File: src/rtl/fns_cac_pkg.sv
// Shared types and constant helpers for the Fibonacci-numeral-system CAC encoder.
package fns_cac_pkg;

    typedef enum logic [1:0] {IDLE, RUN, DONE} fns_state_e;

    // Fibonacci weight of digit k (1-based): 1, 1, 2, 3, 5, ...
    function automatic logic [63:0] fns_weight(input int k);
        logic [63:0] a;
        logic [63:0] b;
        logic [63:0] c;
        a = 64'd1;
        b = 64'd1;
        if (k < 1) return 64'd0;
        for (int i = 3; i <= k; i++) begin
            c = a + b;
            a = b;
            b = c;
        end
        return b;
    endfunction

    function automatic logic [63:0] fns_weight_sum(input int n);
        logic [63:0] s;
        s = 64'd0;
        for (int i = 1; i <= n; i++) s = s + fns_weight(i);
        return s;
    endfunction

    function automatic int fns_rem_w(input int data_w, input int code_w);
        int w;
        w = $clog2(fns_weight_sum(code_w) + 64'd1);
        return (w > data_w) ? w : data_w;
    endfunction

endpackage

File: src/rtl/fns_cac_encoder_seq_stage.sv
// One greedy Fibonacci digit: emit the digit and subtract its weight when it fits.
module fns_digit_stage #(
    parameter int REM_W = 12
) (
    input  logic             active,
    input  logic [REM_W-1:0] rem_in,
    input  logic [REM_W-1:0] weight,
    output logic             digit,
    output logic [REM_W-1:0] rem_out
);

    assign digit   = active && (rem_in >= weight);
    assign rem_out = digit ? (rem_in - weight) : rem_in;

endmodule

File: src/rtl/fns_cac_encoder_seq.sv
// Multi-cycle FNS crosstalk-avoidance encoder, STEPS greedy digits per clock.
// Optional range flag on out-of-coverage inputs when CAC_RANGE_CHECK_EN is defined.
module fns_cac_encoder_seq
    import fns_cac_pkg::*;
#(
    parameter int DATA_W = 11,
    parameter int CODE_W = 16,
    parameter int STEPS  = 1
) (
    input  logic              clock,
    input  logic              rst_n,
    input  logic              in_valid,
    output logic              in_ready,
    input  logic [DATA_W-1:0] datain,
    output logic              out_valid,
    input  logic              out_ready,
    output logic [CODE_W-1:0] codeout
`ifdef CAC_RANGE_CHECK_EN
    ,
    output logic              range_err
`endif
);

    localparam int REM_W = fns_rem_w(DATA_W, CODE_W);
    localparam int KW    = $clog2(CODE_W + 1);
    localparam int NTAB  = 2 ** KW;

    fns_state_e        state_q, state_d;
    logic [REM_W-1:0]  rem_q;
    logic [KW-1:0]     k_q;
    logic [CODE_W-1:0] code_q;
    logic              last;

    // Constant weight lookup indexed by the live digit position; unused slots are zero.
    logic [REM_W-1:0]  weight_tab [NTAB];
    for (genvar j = 0; j < NTAB; j++) begin : g_wtab
        if (j >= 1 && j <= CODE_W) begin : g_w
            assign weight_tab[j] = REM_W'(fns_weight(j));
        end else begin : g_z
            assign weight_tab[j] = '0;
        end
    end

    logic [REM_W-1:0]  rem_chain  [STEPS+1];
    logic [CODE_W-1:0] code_chain [STEPS+1];
    assign rem_chain[0]  = rem_q;
    assign code_chain[0] = code_q;

    for (genvar s = 0; s < STEPS; s++) begin : g_stage
        logic          active;
        logic          digit;
        logic [KW-1:0] idx;

        assign active = (k_q > KW'(s));
        assign idx    = k_q - KW'(s);

        fns_digit_stage #(.REM_W(REM_W)) u_stage (
            .active  (active),
            .rem_in  (rem_chain[s]),
            .weight  (weight_tab[idx]),
            .digit   (digit),
            .rem_out (rem_chain[s+1])
        );

        assign code_chain[s+1] = code_chain[s] |
                                 (digit ? (CODE_W'(1) << (idx - KW'(1))) : '0);
    end

    assign last = (k_q <= KW'(STEPS));

    always_ff @(posedge clock or negedge rst_n) begin
        if (!rst_n) state_q <= IDLE;
        else        state_q <= state_d;
    end

    always_comb begin
        state_d   = state_q;
        in_ready  = 1'b0;
        out_valid = 1'b0;
        case (state_q)
            IDLE: begin
                in_ready = 1'b1;
                if (in_valid) state_d = RUN;
            end
            RUN: begin
                if (last) state_d = DONE;
            end
            DONE: begin
                out_valid = 1'b1;
                if (out_ready) state_d = IDLE;
            end
            default: state_d = IDLE;
        endcase
    end

    // codeout is loaded only when the final digit resolves, so partial codes stay hidden.
    always_ff @(posedge clock or negedge rst_n) begin
        if (!rst_n) begin
            rem_q   <= '0;
            k_q     <= '0;
            code_q  <= '0;
            codeout <= '0;
        end else begin
            case (state_q)
                IDLE: begin
                    if (in_valid) begin
                        rem_q  <= REM_W'(datain);
                        code_q <= '0;
                        k_q    <= KW'(CODE_W);
                    end
                end
                RUN: begin
                    rem_q  <= rem_chain[STEPS];
                    code_q <= code_chain[STEPS];
                    k_q    <= k_q - KW'(STEPS);
                    if (last) codeout <= code_chain[STEPS];
                end
                default: ;
            endcase
        end
    end

`ifdef CAC_RANGE_CHECK_EN
    localparam logic [63:0] WSUM = fns_weight_sum(CODE_W);

    always_ff @(posedge clock or negedge rst_n) begin
        if (!rst_n)                          range_err <= 1'b0;
        else if (state_q == IDLE && in_valid) range_err <= (64'(datain) > WSUM);
    end
`endif

endmodule

File: config.mk
export PLATFORM = sky130hd
export DESIGN_NAME = fns_cac_encoder_seq
export DESIGN_NICKNAME = d
export VERILOG_FILES = /design/src/rtl/fns_cac_pkg.sv /design/src/rtl/fns_cac_encoder_seq_stage.sv /design/src/rtl/fns_cac_encoder_seq.sv
export SDC_FILE = /design/constraint.sdc
export NUM_CORES = 1
export LEC_CHECK = 0
export CAP_MARGIN = 5
export CORE_MARGIN = 4
export CORE_UTILIZATION = 56
export CTS_CLUSTER_DIAMETER = 150
export DETAILED_ROUTE_END_ITERATION = 10
export PLACE_DENSITY = 0.84
export SLEW_MARGIN = 10
export SYNTH_ARGS = -nofsm -noshare
export SYNTH_HDL_FRONTEND = slang
export SYNTH_SLANG_ARGS = --single-unit
File: constraint.sdc
create_clock -name clock -period 7.6 [get_ports clock]
set_input_delay 1.9 -clock clock [delete_from_list [all_inputs] [get_ports clock]]
set_output_delay 1.9 -clock clock [all_outputs]
set_load 0.005 [all_outputs]
# Word level (Yosys, flattened, before mapping)
# Memory sizes are Yosys's and may differ from the RTL's.
# Cells that the tools add are included.
# word_totals
register_bits	51
romBits	384
inputBits	15
out_inout_bits	18
word_cells	44
memories	1
# op_classes
n_addsub	2
n_lt_le_gt_ge	4
n_eq_ne	6
shift	1
n_mux	16
bitwise	2
reduce_logical	7
# memory_table
memory	depth	word_bits	read_ports	rd_clocked_by_memory_dff	write_ports	line	source
(no name shown)	32	12	1	0	0	fns_cac_encoder_seq.sv:60	.weight (weight_tab[idx]),
# op_table
cell	count
two-way mux 12 bit	4
two-way mux 16 bit	2
case mux 16 bit (2 select lines)	1
case mux 12 bit (2 select lines)	1
bitwise OR 16 bit	1
left shift 1 x 5 -> 16 bit, first input constant	1
greater-or-equal comparator 12 bit	1
subtractor 12 bit	1
case mux 5 bit (2 select lines)	1
!= test 2 bit, second input constant	4
greater-or-equal comparator 6 bit, second input constant	1
two-way mux 2 bit	3
inverter 5 -> 6 bit	1
case mux 2 bit (3 select lines)	1
AND reduction 3 bit	2
greater-than comparator 5 x 1 -> 1 bit, second input constant	1
less-or-equal comparator 5 x 1 -> 1 bit, second input constant	1
two-way mux 5 bit	1
subtractor 5 x 1 -> 5 bit, second input constant	1
AND reduction 2 bit	2
== test 2 x 1 -> 1 bit, second input constant	1
== test 2 bit, second input constant	1
zero test 2 bit	1
two-way mux 1 bit	2
2 further kinds	2

# Logic depth before layout (Yosys ltp)
# logic_depth
ltp_word	9
mapped_depth	16
ltp_nobuf	15

# Hierarchy
# From an unflattened synthesis, not the netlist that was laid out.
# hier_totals
cells_unflattened	388
area_unflattened_um2	3420.8
# modules_own_cells
mod	instances	cells_each	area_each_um2	seq_area_each_um2
fns_cac_encoder_seq	1	274	2595.0	1276.2
fns_digit_stage	1	114	825.8	0.0

# Least setup slack after synthesis
# OpenSTA, ideal clock, no wires.
# synth_timing
path_kind	register to register
start	register k_q[0]
end	register code_q[0]
setup_time_ns	0.074
arrival_ns	3.169
required_ns	7.526
setup_slack_ns	4.357
stages_incl_launch_ff	15
path_buffers	0
synth_period_minus_slack_ns	3.243
path_cell_list	dfrtp_1 > inv_1 > ha_1 > nand2_1 > o21ai_0 > a211oi_1 > a21oi_1 > ha_1 > fa_1 > nand2b_1 > a21oi_2 > o211ai_1 > a211o_4 > or2_4 > o21ai_2
# synth_between
elab_chain_cells	9
word_cells_on_any_way	12
cone_classes	add/sub: 1; order compare: 2; shift: 1; mux: 4; bitwise: 2; reduce/logical: 1; memory: 1
# synth_rtl
element	line	source
from (decl)	fns_cac_encoder_seq.sv:30	logic [KW-1:0] k_q;
from (signal assigned)	fns_cac_encoder_seq.sv:109	k_q <= KW'(CODE_W);
from (signal assigned)	fns_cac_encoder_seq.sv:115	k_q <= k_q - KW'(STEPS);
inverter 5 -> 6 bit (not written as such)	fns_cac_encoder_seq.sv:60	
memory (32 x 12 bit)	--	
two-way mux 12 bit (not written as such) (2 in series)	fns_cac_encoder_seq.sv:60	
greater-or-equal comparator 12 bit	fns_cac_encoder_seq_stage.sv:12	assign digit = active && (rem_in >= weight);
logical AND 1 bit	fns_cac_encoder_seq_stage.sv:12	
two-way mux 16 bit (*)	fns_cac_encoder_seq.sv:66	(digit ? (CODE_W'(1) << (idx - KW'(1))) : '0);
bitwise OR 16 bit (*)	fns_cac_encoder_seq.sv:65	assign code_chain[s+1] = code_chain[s] |
case mux 16 bit (2 select lines) (*)	fns_cac_encoder_seq.sv:104	case (state_q)
to (signal assigned)	fns_cac_encoder_seq.sv:114	code_q <= code_chain[STEPS];
to (decl)	fns_cac_encoder_seq.sv:31	logic [CODE_W-1:0] code_q;
# Mark *: on every way between the ends. The rest lies on a longest branch, timed or not. The select of a mux whose other input is x is not followed.
# A chain may end at the register's enable or synchronous reset.

# Final worst setup path
# layout_timing
start	register k_q[0]
end	register rem_q[11]
# layout_between
elab_chain_cells	8
word_cells_on_any_way	12
cone_classes	add/sub: 1; order compare: 2; eq/ne: 1; mux: 4; bitwise: 1; reduce/logical: 2; memory: 1
# layout_rtl
element	line	source
inverter 5 -> 6 bit (not written as such)	fns_cac_encoder_seq.sv:60	
memory (32 x 12 bit)	--	
two-way mux 12 bit (not written as such) (2 in series)	fns_cac_encoder_seq.sv:60	
greater-or-equal comparator 12 bit	fns_cac_encoder_seq_stage.sv:12	
logical AND 1 bit	fns_cac_encoder_seq_stage.sv:12	
!= test 2 bit (no line)	--	
AND reduction 3 bit (no line)	--	
to (signal assigned)	fns_cac_encoder_seq.sv:107	rem_q <= REM_W'(datain);
to (signal assigned)	fns_cac_encoder_seq.sv:113	rem_q <= rem_chain[STEPS];
to (decl)	fns_cac_encoder_seq.sv:29	logic [REM_W-1:0] rem_q;
# Parallel ways exist; a longest one is shown, timed or not. The select of a mux whose other input is x is not followed.

==> summary.md <==
| Metric | Value |
|---|---|
| Mapped cell area | 3090 sq um |
| HPWL after DPL | 4750 um |
| Overall Global Routing Usage | 22.1% |
| Pins Over Slew Limit | 0 |
| Kind of critical path | flip-flop to flip-flop |
| CP cell instances | inv_1 > ha_1 > nor2b_1 > nand2_1 > nor2_1 > a31oi_1 > ha_1 > a211oi_1 > nor2_1 > nor4_2 > o211ai_2 > and3_1 > o21a_1 |
| Critical Path Max Stage Delay | around 0.5 ns |
| Antenna violations before repair | 0 |
| First-pass iteration count of the detailed router | 4 |
| Synth cell types | 56 |
| DIE AREA | 6780 sq um |
| PortBufs | 32 |
| Filler cell count in the final layout | around 440 |
| Pre-CTS setup slack | about 3.5 ns |
| Total congestion overflow | 0 |
| WP buf/inv | 1 |
| Max Cap Viol | 0 |
| Outcome | complete, no violations |
| Final #Nets | 416 |
| Detailed Route WL | between 6000 and 7000 um |
| Data required time at the worst endpoint | a little under 8 ns |
| Setup-failing EPs final | 0 |
| Postcts setup bufs | 0 |
| Root buffer cell | clkbuf_8 |
| CTS sink cnt | between 50 and 60 |
| Setup Skew | around 0.0074 ns |
| Async SR Flop Fraction | 100% |
| Most frequent cells in the layout | nand2_1, dfrtp_1, o21ai_0 |
| Rows | 26 |
| Core area | about 5200 sq um |
| Peak supply drop | a little over 0.0003 V |
| Vias in the first global route | ~2500 |
| HP Class | flip-flop to flip-flop |
| Crit start category | flip-flop |
| Yosys Warn Count | 0 |
| Die X | about 80 um |
| EDFF count, synth | 0 |
| CP Max Fanout | 23 |
| Total clock buffers created by CTS | 5 |
| Worst setup EP type | flip-flop |
| WL/cell | roughly 15 um |
| CTS H-tree lvls | 2 |
| Initial Utilization | between 50% and 60% |
| Final worst slack | approximately 3.8 ns |
| Number of hold buffers added after CTS | 0 |
| Die H | 82.3 um |
| Crit path max-delay cell type | dfrtp_1 |
| CTS clk-pin slew, worst paths | 0.10 ns |
| Layout area overhead | 14.0% |
| CTS tree | done |
| Fmax | between 200 and 300 MHz |
| Most common cell after layout, fill and taps aside | nand2_1 |
| Cells after Synth | 360 |
| Post-cts resize count | 0 |
| Min cycle time layout | 3.85 ns |
| Yosys reg bits | 51 |
| DRT iter0 DRCs | ~120 |
| Worst slew pin tran | approximately 0.97 ns |
| Largest net degree at the start of global routing | 52 |
| Via/cell ratio | 5.70 |
| Clock Latency Late Sink | a little over 0.3 ns |
| Synth Area per Inst | between 8 and 9 sq um |
| Final Cycle Share | between 50% and 60% |
| Vias | between 2000 and 3000 |
| Diodes inserted | 0 |
| Relative slew slack | a little over a third |
| Main flop type after synthesis | dfrtp_1 |
| Worst EP arrival | ~4 ns |
| RSZ-0062 raised after global routing | false |
| Setup TNS | 0 ns |
| DRC Markers | 0 |
| First-pass GRT wire length | around 12000 um |
| Final ANT Viol Nets | 0 |
| Share of post-route cells with drive strength above 1 | ~7% |
| CP top delay family | simple AND/OR/NAND/NOR gates |
| I/O pin cnt | 33 |
| Syn nets | 393 |
| Placer Congestion | 0.821 |
| Fin. Hold Viols | 0 |
| CTS Buffer Depth | 2 |
| Leak pwr | roughly 1.6 nW |
| Pwr per Cell Area | approximately 500 nW/um^2 |
| Seq/Total Area, Yosys | between 40 and 50% |
==> layer usage <==
metal  track usage, %  wire, um
met5                0         0
met4             6.48        61
met3             4.12       284
met2             37.5      3230
met1             28.6      3050
==> worst paths after layout <==
path / depth (start not counted) / endpoint / slack [ns] / from
min in group asynchronous: 2 / rem_q[0]$_DFFE_PN0P_ / 1.68 / rst_n
hold reg to reg: 2 / codeout[3]$_DFFE_PN0P_ / 0.48 / code_q[3]$_DFFE_PN0P_
setup / recovery: 13 / rem_q[11]$_DFFE_PN0P_ / 3.75 / k_q[0]$_DFFE_PN0P_
max in group asynchronous: 2 / code_q[10]$_DFFE_PN0P_ / 5.50 / rst_n
hold / removal: 2 / codeout[3]$_DFFE_PN0P_ / 0.48 / code_q[3]$_DFFE_PN0P_
setup reg to reg: 13 / rem_q[11]$_DFFE_PN0P_ / 3.75 / k_q[0]$_DFFE_PN0P_
==> metrics by stage <==
stage	cells	utilization (%)	power, mW	hold WS (ns)	instance area, sq um
floorplan	360	-	1.32	0.439	3090
global placement	446	65.5	1.54	0.452	3430
detailed placement	446	65.5	1.58	0.454	3430
CTS	454	67.4	1.76	0.479	3530
global route	454	67.4	1.94	0.497	3530
finish	454	67.4	1.76	0.476	3530
==> cells in the mapped netlist (all sizes together) (4+ instances only) <==
cell type   n  area [sq um]
mux2i       7          70.1
nand2      79           297
nand2b      5          38.8
a21oi      12          63.8
o21ai      46           245
xor2        5          51.3
buf         9          47.5
o211ai      4          35.0
dfrtp      51          1280
nand3       9          45.0
ha         17           213
nor2       23          86.3
nor3        5          25.0
a31oi      10          62.6
inv        16          60.1
a21o        6          45.0
clkbuf      9          33.8
nor2b       4          25.0
a211oi      5          37.5
==> area by class of cell <==
class | count | area [sq um] | share of cell area (%)
flip-flops and latches | 51 | 1280 | 36.2
multi-input cells | 275 | 1680 | 47.5
clock buffers | 5 | 68.8 | 1.95
inverters | 16 | 60.1 | 1.70
repair buffers | 34 | 330 | 9.36
well taps | 70 | 87.6 | 2.48
clock inverters | 3 | 28.8 | 0.816
==> report_power, final <==
| group | leakage [nW] | internal [mW] | switching, mW | total (mW) |
|---|---|---|---|---|
| Combinational | 0.914 | 0.467 | 0.639 | 1.11 |
| Clock | 0.0502 | 0.0684 | 0.101 | 0.170 |
| Sequential | 0.663 | 0.382 | 0.102 | 0.485 |
| Total | 1.63 | 0.918 | 0.843 | 1.76 |
==> worst reg2reg max path, stage by stage, from the launching register on <==
cell and delay, ns:
dfrtp_1 0.49, inv_1 0.19, ha_1 0.24, nor2b_1 0.26
nand2_1 0.14, nor2_1 0.26, a31oi_1 0.09, ha_1 0.38
a211oi_1 0.25, nor2_1 0.10, nor4_2 0.35, o211ai_2 0.46
and3_1 0.36, o21a_1 0.16
==> kinds of logic after synthesis <==
| kind of cell | share of synthesized area, % |
|---|---|
| xor+xnor | 2.22 |
| simple gates | 20.2 |
| fa+ha+maj | 7.52 |
| buf+inv | 4.57 |
| compound gates | 21.6 |
| flops | 41.2 |
| mux | 2.63 |
==> registers in the layout (all words and copies together), names as in the netlist <==
| name | count |
|---|---|
| k_q | 5 |
| code_q | 16 |
| codeout | 16 |
| rem_q | 12 |
| state_q | 2 |
No activity file was read; power rests on OpenSTA's default activity.
